## src/rtl/mips_cpu.sv

```systemverilog
// Minimal single-cycle MIPS32 integer core: fetch from an external ROM,
// execute ALU/immediate instructions, write back to a 32x32 register file.

module MipsGprFile (
    input  logic        clock,
    input  logic        reset,
    input  logic [4:0]  i_rsAddr,
    input  logic [4:0]  i_rtAddr,
    output logic [31:0] o_rsData,
    output logic [31:0] o_rtData,
    input  logic        i_writeEn,
    input  logic [4:0]  i_writeAddr,
    input  logic [31:0] i_writeData
);
    logic [31:0] regs [0:31];

    // r0 is never written, so it stays at its reset value of zero.
    always_ff @(posedge clock or negedge reset) begin
        if (!reset) begin
            for (int i = 0; i < 32; i++) begin
                regs[i] <= '0;
            end
        end else if (i_writeEn && (i_writeAddr != 5'd0)) begin
            regs[i_writeAddr] <= i_writeData;
        end
    end

    assign o_rsData = regs[i_rsAddr];
    assign o_rtData = regs[i_rtAddr];
endmodule

module mips_cpu #(
    parameter logic [31:0] RESET_PC = 32'h0000_0000
) (
    input  logic        clock,
    input  logic        reset,
    input  logic [31:0] rom_data,
    output logic [31:0] rom_addr,
    output logic        rom_chip_enable
);
    logic [31:0] r_pc;
    logic        r_chipEnable;

    logic [5:0]  w_opcode;
    logic [4:0]  w_rs;
    logic [4:0]  w_rt;
    logic [4:0]  w_rd;
    logic [4:0]  w_sa;
    logic [5:0]  w_funct;
    logic [31:0] w_immSext;
    logic [31:0] w_immZext;
    logic [31:0] w_rsData;
    logic [31:0] w_rtData;
    logic [31:0] w_result;
    logic [4:0]  w_dest;
    logic        w_valid;

    assign w_opcode  = rom_data[31:26];
    assign w_rs      = rom_data[25:21];
    assign w_rt      = rom_data[20:16];
    assign w_rd      = rom_data[15:11];
    assign w_sa      = rom_data[10:6];
    assign w_funct   = rom_data[5:0];
    assign w_immSext = {{16{rom_data[15]}}, rom_data[15:0]};
    assign w_immZext = {16'h0000, rom_data[15:0]};

    // The first enabled edge only raises the chip enable; the PC starts moving after that.
    always_ff @(posedge clock or negedge reset) begin
        if (!reset) begin
            r_pc         <= RESET_PC;
            r_chipEnable <= 1'b0;
        end else if (r_chipEnable) begin
            r_pc <= r_pc + 32'd4;
        end else begin
            r_chipEnable <= 1'b1;
        end
    end

    always_comb begin
        w_result = '0;
        w_dest   = w_rt;
        w_valid  = 1'b1;
        if (w_opcode == 6'h00) begin
            w_dest = w_rd;
            case (w_funct)
                6'h00:   w_result = w_rtData << w_sa;
                6'h02:   w_result = w_rtData >> w_sa;
                6'h03:   w_result = $unsigned($signed(w_rtData) >>> w_sa);
                6'h04:   w_result = w_rtData << w_rsData[4:0];
                6'h06:   w_result = w_rtData >> w_rsData[4:0];
                6'h07:   w_result = $unsigned($signed(w_rtData) >>> w_rsData[4:0]);
                6'h21:   w_result = w_rsData + w_rtData;
                6'h23:   w_result = w_rsData - w_rtData;
                6'h24:   w_result = w_rsData & w_rtData;
                6'h25:   w_result = w_rsData | w_rtData;
                6'h26:   w_result = w_rsData ^ w_rtData;
                6'h27:   w_result = ~(w_rsData | w_rtData);
                6'h2A:   w_result = {31'd0, $signed(w_rsData) < $signed(w_rtData)};
                6'h2B:   w_result = {31'd0, w_rsData < w_rtData};
                default: w_valid  = 1'b0;
            endcase
        end else begin
            case (w_opcode)
                6'h09:   w_result = w_rsData + w_immSext;
                6'h0A:   w_result = {31'd0, $signed(w_rsData) < $signed(w_immSext)};
                6'h0B:   w_result = {31'd0, w_rsData < w_immSext};
                6'h0C:   w_result = w_rsData & w_immZext;
                6'h0D:   w_result = w_rsData | w_immZext;
                6'h0E:   w_result = w_rsData ^ w_immZext;
                6'h0F:   w_result = {rom_data[15:0], 16'h0000};
                default: w_valid  = 1'b0;
            endcase
        end
    end

    MipsGprFile gpr_file_instance (
        .clock       (clock),
        .reset       (reset),
        .i_rsAddr    (w_rs),
        .i_rtAddr    (w_rt),
        .o_rsData    (w_rsData),
        .o_rtData    (w_rtData),
        .i_writeEn   (r_chipEnable && w_valid),
        .i_writeAddr (w_dest),
        .i_writeData (w_result)
    );

    assign rom_addr        = r_pc;
    assign rom_chip_enable = r_chipEnable;
endmodule

```

## config.mk

```make
export PLATFORM = sky130hd
export DESIGN_NAME = mips_cpu
export DESIGN_NICKNAME = d
export VERILOG_FILES = /design/src/rtl/mips_cpu.sv
export SDC_FILE = /design/constraint.sdc
export NUM_CORES = 1
export LEC_CHECK = 0
export CAP_MARGIN = 10
export CORE_ASPECT_RATIO = 0.8
export CORE_MARGIN = 5
export CORE_UTILIZATION = 40
export CTS_CLUSTER_DIAMETER = 100
export DETAILED_ROUTE_END_ITERATION = 8
export PLACE_DENSITY = 0.78
export SYNTH_ARGS = -nofsm -noshare
export SYNTH_HDL_FRONTEND = slang
export SYNTH_SLANG_ARGS = --single-unit
```

## constraint.sdc

```tcl
create_clock -name clock -period 2.39 [get_ports clock]
set_clock_uncertainty 0.2 [all_clocks]
set_input_delay 0.239 -clock clock [delete_from_list [all_inputs] [get_ports clock]]
set_output_delay 0.239 -clock clock [all_outputs]
set_load 0.02 [all_outputs]
```

**Word-level counts from Yosys, hierarchy flattened**

Index checks and enable logic that the tools add are counted.

- Div/mod/pow operators: 0
- Bitwise gates (word level): 0
- Equality and inequality tests: 0
- Magnitude comparators: 0
- Shift-type cells: 0
- $add $sub $neg: 1
- Reductions and logical operators: 0
- Multipliers: 0
- Multiplexer cells: 0

Operators by type and width:

| operator | number |
|---|---|
| $add A32 B3 Y32 const B | 1 |

- Input port bits: 34
- Flip-flop bits (word level): 33
- Output and inout bits: 33
- Latch bits: 0
- Memory bits (writable): 0
- Logic and storage cells: 3
- Memories kept: 0
- Memory bits (read-only): 0

**Longest topological paths before layout**

Gate-level depths: netlist of run 1.

- Depth in word-level cells: 1
- Depth in mapped cells: 6
- Gate-level depth less buffers: 5

**Worst setup path after synthesis of run 1**

Ideal clock, no wire load.

- Path type: register -> register
- Start point: register r_pc[2], in the netlist rom_addr[2]
- End point: register r_pc[24], in the netlist rom_addr[24]
- Cell stages (with the launch flop): 6
- Clock period less this slack: 1.888 ns
- Data arrival time: 1.556 ns
- Required time: 2.058 ns
- Buffers on the path: 0
- Path slack: 0.502 ns
- Path through: dfrtp_1 > ha_1 > nand4_1 > nor3_4 > nand4_1 > xnor2_1

- Cells in the longest elaborated chain, start to end: 1

Ends and longest elaborated chain:

| what | line | RTL |
|---|---|---|
| start, declared | 41 | `logic [31:0] r_pc;` |
| start signal, assigned | 73 | `r_pc <= r_pc + 32'd4;` |
| $add A32 B3 Y32 | 73 |  |

No other way between the ends.
A chain may end at the register's enable or synchronous reset.

**Worst setup path in the final report of run 1**

Same ends and word-level chain as after synthesis.

==> flow_summary.yaml, run 1 <==
critical_path:
  crit_buf_inv: 0
  worst_path_max_delay_cell: "dfrtp_1"
  required_ns: 2.34
  cp_top_family: "simple AND/OR/NAND/NOR gates"
  start_kind: "flip-flop"
  r2r-end: "rom_addr[24]$_DFFE_PN0P_"
  cp_common_cell: "nand4_1"
  rr_worst_depth: 5
  path_max_fanout: 10
  cpPeakStageDelay_ns: 0.45
  crit_path_end_kind: "flip-flop"
  crit_chain: "ha_1 > nand4_1 > nor3_4 > nand4_1 > xnor2_1"
  r2r-start: "rom_addr[2]$_DFFE_PN0P_"
  r2r_slack_ns: 0.37
  cp.arrival_ns: 1.97
  critPathKind: "reg2reg"
final_layout:
  syn_to_final_growth_pct: 30.2
  final_cells: 197
  num-nets-final: 191
  fillers: 310
  drive_gt1_share_pct: 7.10
  antenna_cells: 0
sta:
  fin_hold_ws_ns: 0.155
  fin_setup_tns_ns: 0
  slew_viol_final: 0
  rsz0062_at_grt: "no"
  finalSetupViolCount: 0
  finalCriticalPeriod_ns: 2.02
  fmaxAchievable_mhz: 495
  hold_viol: 0
  timing.final.crit_share_pct: 84.5
  slew_headroom_pct: 60.4
  worst_slack_ns: 0.370
  worstMarginPinSlew_ns: 0.589
clock_tree:
  clkLatencyLatePin_ns: 0.27
  cts_setup_buffers: 0
  cts_resized: 0
  root_buffer: "clkbuf_8"
  cts_tree: "yes"
  holdBufCountCts: 0
  cts_buffers: 5
  h-tree-depth: 2
  numClockSinks: 31
  clk_path_buf_depth: 2
  cts.reportedPaths.clkPinSlew_ns: 0.06
routing:
  avgRoutedWirePerCell_um: 14.3
  wl_um: 2810
  drt_pass1_iterations: 4
  ant_nets: 0
  wirelength_met1_um: 1260
  dr_wl_met2_um: 1370
  drcViolationCount: 0
  vias: 1004
  wl_met3_um: 173
  top_layer: "met4"
  drt_iter0_markers: 85
  routed_via_density: 5.10
synthesis:
  synth_edf_count: 0
  ys_warn_count: 0
  syn_area_mm2: 0.00142
  synth_common_cells: "31 x dfrtp_1, 25 x xnor2_1, 12 x nand4_1, 10 x nand2_1, 6 x and3_1"
  ys_top_cells_by_area: "dfrtp_1 55%, xnor2_1 15%, nand4_1 5.3%, nand4_4 3.0%, and3_1 2.6%"
  synth_top_area_share_pct: 54.5
  synthArstFlopShare_pct: 100
  ys_ff_latch: 31
  synthFlopType: "dfrtp_1"
  synth_most_common_cell: "dfrtp_1"
  synth.distinct_cells: 23
  syn-instance-count: 120
  avgSynthCellArea_um2: 11.9
  ys_seq_area_share_pct: 54.5
  yosysTopAreaCell: "dfrtp_1"
placed_design:
  numPortBuffers: 32
  place_congestion: 0.772
  place_hpwl_um: 2050
  place_inst: 191
  place_ws_ns: 0.383
global_route:
  antenna_found_initial: 0
  grt_pass1_wl_um: 5090
  overflow: 0
  grt_max_degree: 32
  grt_usage_pct: 12.9
  first_global_vias: 1074
hold_path:
  hold_path_class: "in2async"
run_status:
  status: "completed"
power:
  power_density_mw_per_mm2: 726
  p_leak_nw: 0.792
  worst_ir_drop_vdd_mv: 0.738
run:
  cap_violations: 0
floorplan:
  die_area_mm2: 0.00486
  rows: 19
  ios: 67
  start_util_pct: 41.6
  die_w_um: 76.7
  core_mm2: 0.00342
  dieHeight_um: 63.3
==> metal layers <==
| metal | up-vias | track usage, % |
|---|---|---|
| li1 | 472 | - |
| met1 | 500 | 16.6 |
| met2 | 30 | 19.6 |
| met3 | 2 | 5.56 |
| met4 | 0 | 4.15 |
| met5 | - | 0 |
==> sequential cells by signal (all words and copies together) (netlist names) <==
signal and count:
rom_chip_enable 1, rom_addr 30
==> where the power goes <==
part | total (mW) | switching [mW] | internal, mW
clock network | 0.358 | 0.165 | 0.193
logic | 0.305 | 0.154 | 0.151
registers | 0.680 | 0.0982 | 0.582
total | 1.34 | 0.417 | 0.926
==> metrics by stage <==
step / cell area [µm²] / power, mW / utilization, %
detailed placement: 1780 / 1.00 / 52.0
global route: 1850 / 1.42 / 54.1
global placement: 1780 / 0.986 / 52.0
finish: 1850 / 1.34 / 54.1
floorplan: 1430 / 0.845 / -
CTS: 1850 / 1.36 / 54.1
==> layout by cell type, fill, tap and decap left out, types with 4 or more instances in the layout <==
cell type,instances
and3_1,6
clkbuf_8,5
clkdlybuf4s50_1,32
dfrtp_1,31
nand2_1,10
nand3_1,5
nand4_1,12
nor2_1,4
xnor2_1,25
xor2_1,4
==> final cells by class <==
type | count | area, µm² | area share [%]
Multi-Input combinational cell | 82 | 612 | 33.0
Timing Repair Buffer | 33 | 328 | 17.7
Sequential cell | 31 | 776 | 41.9
Inverter | 3 | 11.3 | 0.608
Tap cell | 42 | 52.6 | 2.84
Clock buffer | 6 | 72.6 | 3.92
==> cells by family (layout without fill, tap and decap cells) <==
logic type / count (synthesis) / count (layout) / share of synthesized area (%)
XOR/XNOR: 29 / 29 / 17.9
adder cells (fa/ha/maj): 1 / 1 / 0.879
buffers and inverters: 8 / 42 / 2.73
flip-flops: 31 / 31 / 54.5
multiplexers: 1 / 1 / 0.792
other: 2 / 3 / 0.528
AND/OR/NAND/NOR: 48 / 48 / 22.7
==> worst max path at each step <==
stage | startpoint | endpoint | slack, ns | cells after the start
5_1_grt | rom_addr[2]$_DFFE_PN0P_ | rom_addr[30]$_DFFE_PN0P_ | 0.21 | 5
6_report | rom_addr[2]$_DFFE_PN0P_ | rom_addr[24]$_DFFE_PN0P_ | 0.37 | 5
3_5_place_dp | rom_addr[2]$_DFFE_PN0P_ | rom_addr[24]$_DFFE_PN0P_ | 0.38 | 5
2_1_floorplan | rom_addr[2]$_DFFE_PN0P_ | rom_addr[24]$_DFFE_PN0P_ | 0.50 | 5
4_1_cts | rom_addr[2]$_DFFE_PN0P_ | rom_addr[24]$_DFFE_PN0P_ | 0.37 | 5
3_3_place_gp | rom_addr[2]$_DFFE_PN0P_ | rom_addr[30]$_DFFE_PN0P_ | 0.42 | 5
==> worst reg2reg max path, cell delays in order (launching register included) <==
cell     delay (ns)
dfrtp_1        0.45
ha_1           0.21
nand4_1        0.25
nor3_4         0.45
nand4_1        0.18
xnor2_1        0.16
Power figures use the tool's default switching activity.
==> inputs of run 2 (changes only) <==
--- a/config.mk
+++ b/config.mk
@@ -8,10 +8,10 @@
 export CAP_MARGIN = 10
 export CORE_ASPECT_RATIO = 0.8
 export CORE_MARGIN = 5
-export CORE_UTILIZATION = 40
+export CORE_UTILIZATION = 36
 export CTS_CLUSTER_DIAMETER = 100
 export DETAILED_ROUTE_END_ITERATION = 8
-export PLACE_DENSITY = 0.78
+export PLACE_DENSITY = 0.75
 export SYNTH_ARGS = -nofsm -noshare
 export SYNTH_HDL_FRONTEND = slang
 export SYNTH_SLANG_ARGS = --single-unit
==> constraint.sdc (replaced) <==
create_clock -name clock -period 1.7 [get_ports clock]
set_clock_uncertainty 0.2 [all_clocks]
set_input_delay 0.17 -clock clock [delete_from_list [all_inputs] [get_ports clock]]
set_output_delay 0.17 -clock clock [all_outputs]
set_load 0.02 [all_outputs]
==> flow_summary.yaml, run 2 (same netlist as run 1, synthesis figures left out) <==
run_status:
  status: "completed"
critical_path:
  cpPeakStageDelay_ns: 0.63
  required_ns: 1.33
  start_kind: "flip-flop"
  setup.worst_path.end: "rom_addr[22]"
  worst_path_max_delay_cell: "clkdlybuf4s50_1"
  r2r-start: "rom_addr[9]$_DFFE_PN0P_"
  critPathKind: "reg2out"
  startpoint: "rom_addr[22]$_DFFE_PN0P_"
  crit_buf_inv: 1
  path_max_fanout: 3
  crit_path_end_kind: "output port"
  r2r-end: "rom_addr[30]$_DFFE_PN0P_"
  worst-path-stages: 1
  crit_chain: "clkdlybuf4s50_1"
  cp.arrival_ns: 1.31
  cp_top_family: "buffers and inverters"
  rr_worst_depth: 6
  r2r_slack_ns: 0.05
final_layout:
  fillers: 332
  final_util_pct: 54.5
  final_cell_mix: "24 x xnor2_1, 18 x dfrtp_1, 13 x dlygate4sd2_1, 13 x dfrtp_2"
  syn_to_final_growth_pct: 45.6
  antenna_cells: 0
  finalInstanceArea_mm2: 0.00207
  drive_gt1_share_pct: 25.7
  largest_register_ffs: 30
  layout_commonest_cell: "xnor2_1"
  final_cells: 226
  num-nets-final: 205
global_route:
  overflow: 0
  grt_max_degree: 32
  grt_usage_pct: 12.7
  antenna_found_initial: 0
  first_global_vias: 1046
  grt_pass1_wl_um: 5130
floorplan:
  start_util_pct: 37.4
  die_w_um: 80.3
  die_area_mm2: 0.00532
  core_mm2: 0.00380
  rows: 20
  ios: 67
  dieHeight_um: 66.2
sta:
  worst_slack_ns: 0.0218
  hold_viol: 0
  timing.final.crit_share_pct: 98.7
  fmaxAchievable_mhz: 596
  slew_viol_final: 0
  fin_setup_tns_ns: 0
  finalCriticalPeriod_ns: 1.68
  rsz0062_at_grt: "yes"
  finalSetupViolCount: 0
hold_path:
  hold_path_class: "in2async"
clock_tree:
  cts_buffers: 5
  clk_path_buf_depth: 2
  cts_tree: "yes"
  holdBufCountCts: 0
  cts.reportedPaths.clkPinSlew_ns: 0.07
  clkLatencyLatePin_ns: 0.28
  numClockSinks: 31
  root_buffer: "clkbuf_8"
  h-tree-depth: 2
routing:
  vias: 1093
  routed_via_density: 4.84
  wl_um: 3320
  avgRoutedWirePerCell_um: 14.7
  drt_pass1_iterations: 5
  drt_iter0_markers: 93
  ant_nets: 0
  drcViolationCount: 0
placed_design:
  place_hpwl_um: 2240
  numPortBuffers: 32
  place_congestion: 0.714
  place_inst: 213
  place_ws_ns: 0.00231
  placed_area_mm2: 0.00190
run:
  cap_violations: 0
power:
  worst_ir_drop_vdd_mv: 0.984
  p_leak_nw: 1.08
  power_density_mw_per_mm2: 1020
==> run 2: per-stage QoR <==
stage	power [mW]	hold slack, ns
floorplan	1.22	-0.326
global placement	1.47	0.259
detailed placement	1.49	0.282
CTS	2.08	0.0874
global route	2.21	0.105
finish	2.12	0.0740
==> run 2: layer usage <==
metal / vias up / track usage (%) / share of wire, %
met1: 539 / 16.0 / 44
met4: 0 / 6.33 / 3.3
li1: 508 / - / -
met2: 35 / 19.7 / 48
met5: - / 0 / 0
met3: 11 / 3.95 / 4.9
==> run 2: power breakdown <==
part	total, mW	switching (mW)	internal, mW
registers	0.930	0.0986	0.831
logic	0.563	0.291	0.271
clock network	0.626	0.257	0.369
==> run 2: how the worst min path moves through the flow <==
stage / from / slack [ns] / to
floorplan: reset / -0.33 / rom_addr[10]$_DFFE_PN0P_
global placement: rom_addr[31]$_DFFE_PN0P_ / 0.26 / rom_addr[31]$_DFFE_PN0P_
detailed placement: rom_addr[31]$_DFFE_PN0P_ / 0.28 / rom_addr[31]$_DFFE_PN0P_
CTS: reset / 0.09 / rom_addr[10]$_DFFE_PN0P_
global route: reset / 0.11 / rom_addr[10]$_DFFE_PN0P_
finish: reset / 0.07 / rom_addr[10]$_DFFE_PN0P_
==> run 2: area by class of cell <==
| class | count | area, µm² | area share [%] |
|---|---|---|---|
| well taps | 55 | 68.8 | 3.32 |
| clock buffers | 8 | 100 | 4.83 |
| inverters | 3 | 11.3 | 0.543 |
| multi-input cells | 82 | 638 | 30.8 |
| repair buffers | 47 | 462 | 22.3 |
| flip-flops and latches | 31 | 792 | 38.2 |
==> run 2: repair_timing <==
item                       CTS  global route
buffers inserted             0             4
pin swaps                    2             2
resized for setup           13            16
setup endpoints to repair   17            25
cloned                       0             1
==> inputs of run 3 (changes only) <==
==> constraint.sdc (replaced) <==
create_clock -name clock -period 1.7 [get_ports clock]
set_clock_uncertainty 0.2 [all_clocks]
set_input_delay 0.17 -clock clock [delete_from_list [all_inputs] [get_ports clock]]
set_output_delay 0.17 -clock clock [all_outputs]
set_load 0.1 [all_outputs]
==> flow_summary.yaml, run 3 (same netlist as run 1, synthesis figures left out) <==
global_route:
  first_global_vias: 1085
  antenna_found_initial: 0
  grt_max_degree: 32
  overflow: 0
  grt_pass1_wl_um: 5080
  grt_usage_pct: 12.5
placed_design:
  place_hpwl_um: 2370
  place_inst: 219
  place_congestion: 0.733
  numPortBuffers: 32
  placed_area_mm2: 0.00233
critical_path:
  cpPeakStageDelay_ns: 0.45
  required_ns: 1.66
  rr_worst_depth: 6
  cp.arrival_ns: 1.67
  r2r_slack_ns: -0.009
  start_kind: "flip-flop"
  path_max_fanout: 10
  worst_path_max_delay_cell: "dfrtp_4"
  critPathKind: "reg2reg"
  cp_common_cell: "nand4_1"
  r2r-start: "rom_addr[2]$_DFFE_PN0P_"
  r2r-end: "rom_addr[24]$_DFFE_PN0P_"
  crit_chain: "ha_4 > nand4_1 > nor3_4 > buf_12 > nand4_1 > xnor2_1"
  crit_path_end_kind: "flip-flop"
final_layout:
  final_util_pct: 64.2
  final_cells: 231
  drive_gt1_share_pct: 51.7
  final_cell_mix: "33 x buf_12, 25 x xnor2_1, 18 x buf_4"
  layout_commonest_cell: "buf_12"
  finalInstanceArea_mm2: 0.00244
  num-nets-final: 210
  antenna_cells: 0
  syn_to_final_growth_pct: 71.8
  largest_register_ffs: 30
floorplan:
  die_w_um: 80.3
  rows: 20
  start_util_pct: 37.4
  ios: 67
  core_mm2: 0.00380
  die_area_mm2: 0.00532
  dieHeight_um: 66.2
run_status:
  violations: "setup timing"
  status: "finished, violations left"
routing:
  ant_nets: 0
  wl_um: 3170
  drt_iter0_markers: 44
  top_layer: "met4"
  wirelength_met1_um: 1350
  avgRoutedWirePerCell_um: 13.7
  drcViolationCount: 0
  drt_pass1_iterations: 4
  routed_via_density: 4.63
  vias: 1069
  dr_wl_met2_um: 1600
  wl_met3_um: 158
sta:
  finalCriticalPeriod_ns: 1.71
  slew_viol_final: 0
  rsz0062_at_grt: "yes"
  finalSetupViolCount: 2
  worst_slack_ns: -0.00893
  timing.final.crit_share_pct: 101
  hold_viol: 0
  fmaxAchievable_mhz: 585
  fin_hold_ws_ns: 0.0783
  fin_setup_tns_ns: -0.00925
power:
  worst_ir_drop_vdd_mv: 1.49
  power_density_mw_per_mm2: 1170
  p_leak_nw: 1.00
clock_tree:
  holdBufCountCts: 0
  clk_path_buf_depth: 2
  cts_tree: "yes"
  numClockSinks: 31
  root_buffer: "clkbuf_8"
  cts.reportedPaths.clkPinSlew_ns: 0.06
  clkLatencyLatePin_ns: 0.28
  h-tree-depth: 2
  cts_buffers: 5
hold_path:
  hold_path_class: "in2async"
run:
  cap_violations: 0
[run 3: cell count changes in the layout (fill, tap and decap cells not counted), moves of 6 or more]
cell	change
clkdlybuf4s50_1	-8
dlymetal6s2s_1	-10
buf_12	+32
dlygate4sd2_1	-13
dfrtp_4	+16
dfrtp_1	-14
buf_4	+6
[run 3: worst max path at each step]
stage / from / to / depth (start not counted)
CTS: rom_addr[2]$_DFFE_PN0P_ / rom_addr[24]$_DFFE_PN0P_ / 6
global placement: rom_addr[2]$_DFFE_PN0P_ / rom_addr[28]$_DFFE_PN0P_ / 6
global route: rom_addr[2]$_DFFE_PN0P_ / rom_addr[26]$_DFFE_PN0P_ / 6
floorplan: rom_addr[2]$_DFFE_PN0P_ / rom_addr[24]$_DFFE_PN0P_ / 5
finish: rom_addr[2]$_DFFE_PN0P_ / rom_addr[24]$_DFFE_PN0P_ / 6
detailed placement: rom_addr[2]$_DFFE_PN0P_ / rom_addr[24]$_DFFE_PN0P_ / 6
[run 3: final cells by class]
class	count	area, µm²
Clock buffer	8	80.1
Multi-Input combinational cell	82	628
Timing Repair Buffer	52	806
Fill cell	299	1360
Tap cell	55	68.8
Sequential cell	31	850
Inverter	3	11.3
[run 3: through the flow]
stage / setup WS [ns] / power [mW]
after global routing: -0.0831 / 2.97
after detailed placement: -0.0209 / 2.29
final: -0.00893 / 2.85
after global placement: 0.0272 / 2.25
after floorplan: -0.299 / 1.76
after CTS: -0.0297 / 2.83
[run 3: critical path: cells and delay by family, from the launching register on]
family | cells | cell delay (ns)
flops | 1 | 0.45
xor+xnor | 1 | 0.15
buf+inv | 1 | 0.15
simple gates | 3 | 0.49
fa+ha+maj | 1 | 0.14
[run 3: what timing repair did]
action                     in CTS  in global routing
setup endpoints to repair       6                 15
gates cloned                    0                  0
resized for setup               0                  2
pin swaps                       1                  4
buffers inserted                1                  3
[run 3: per-layer routing]
layer  global-route usage, %  up-vias
met5                       0        -
met1                    14.8      508
li1                        -      521
met4                    6.33        0
met2                    20.8       33
met3                    3.54        7
[run 3: where the power goes]
| part | switching (mW) | total [mW] | internal (mW) | leakage [nW] |
|---|---|---|---|---|
| combinational | 0.827 | 1.33 | 0.504 | 0.590 |
| clock | 0.245 | 0.535 | 0.290 | 0.0395 |
| sequential | 0.115 | 0.985 | 0.870 | 0.375 |
| total | 1.19 | 2.85 | 1.66 | 1.00 |
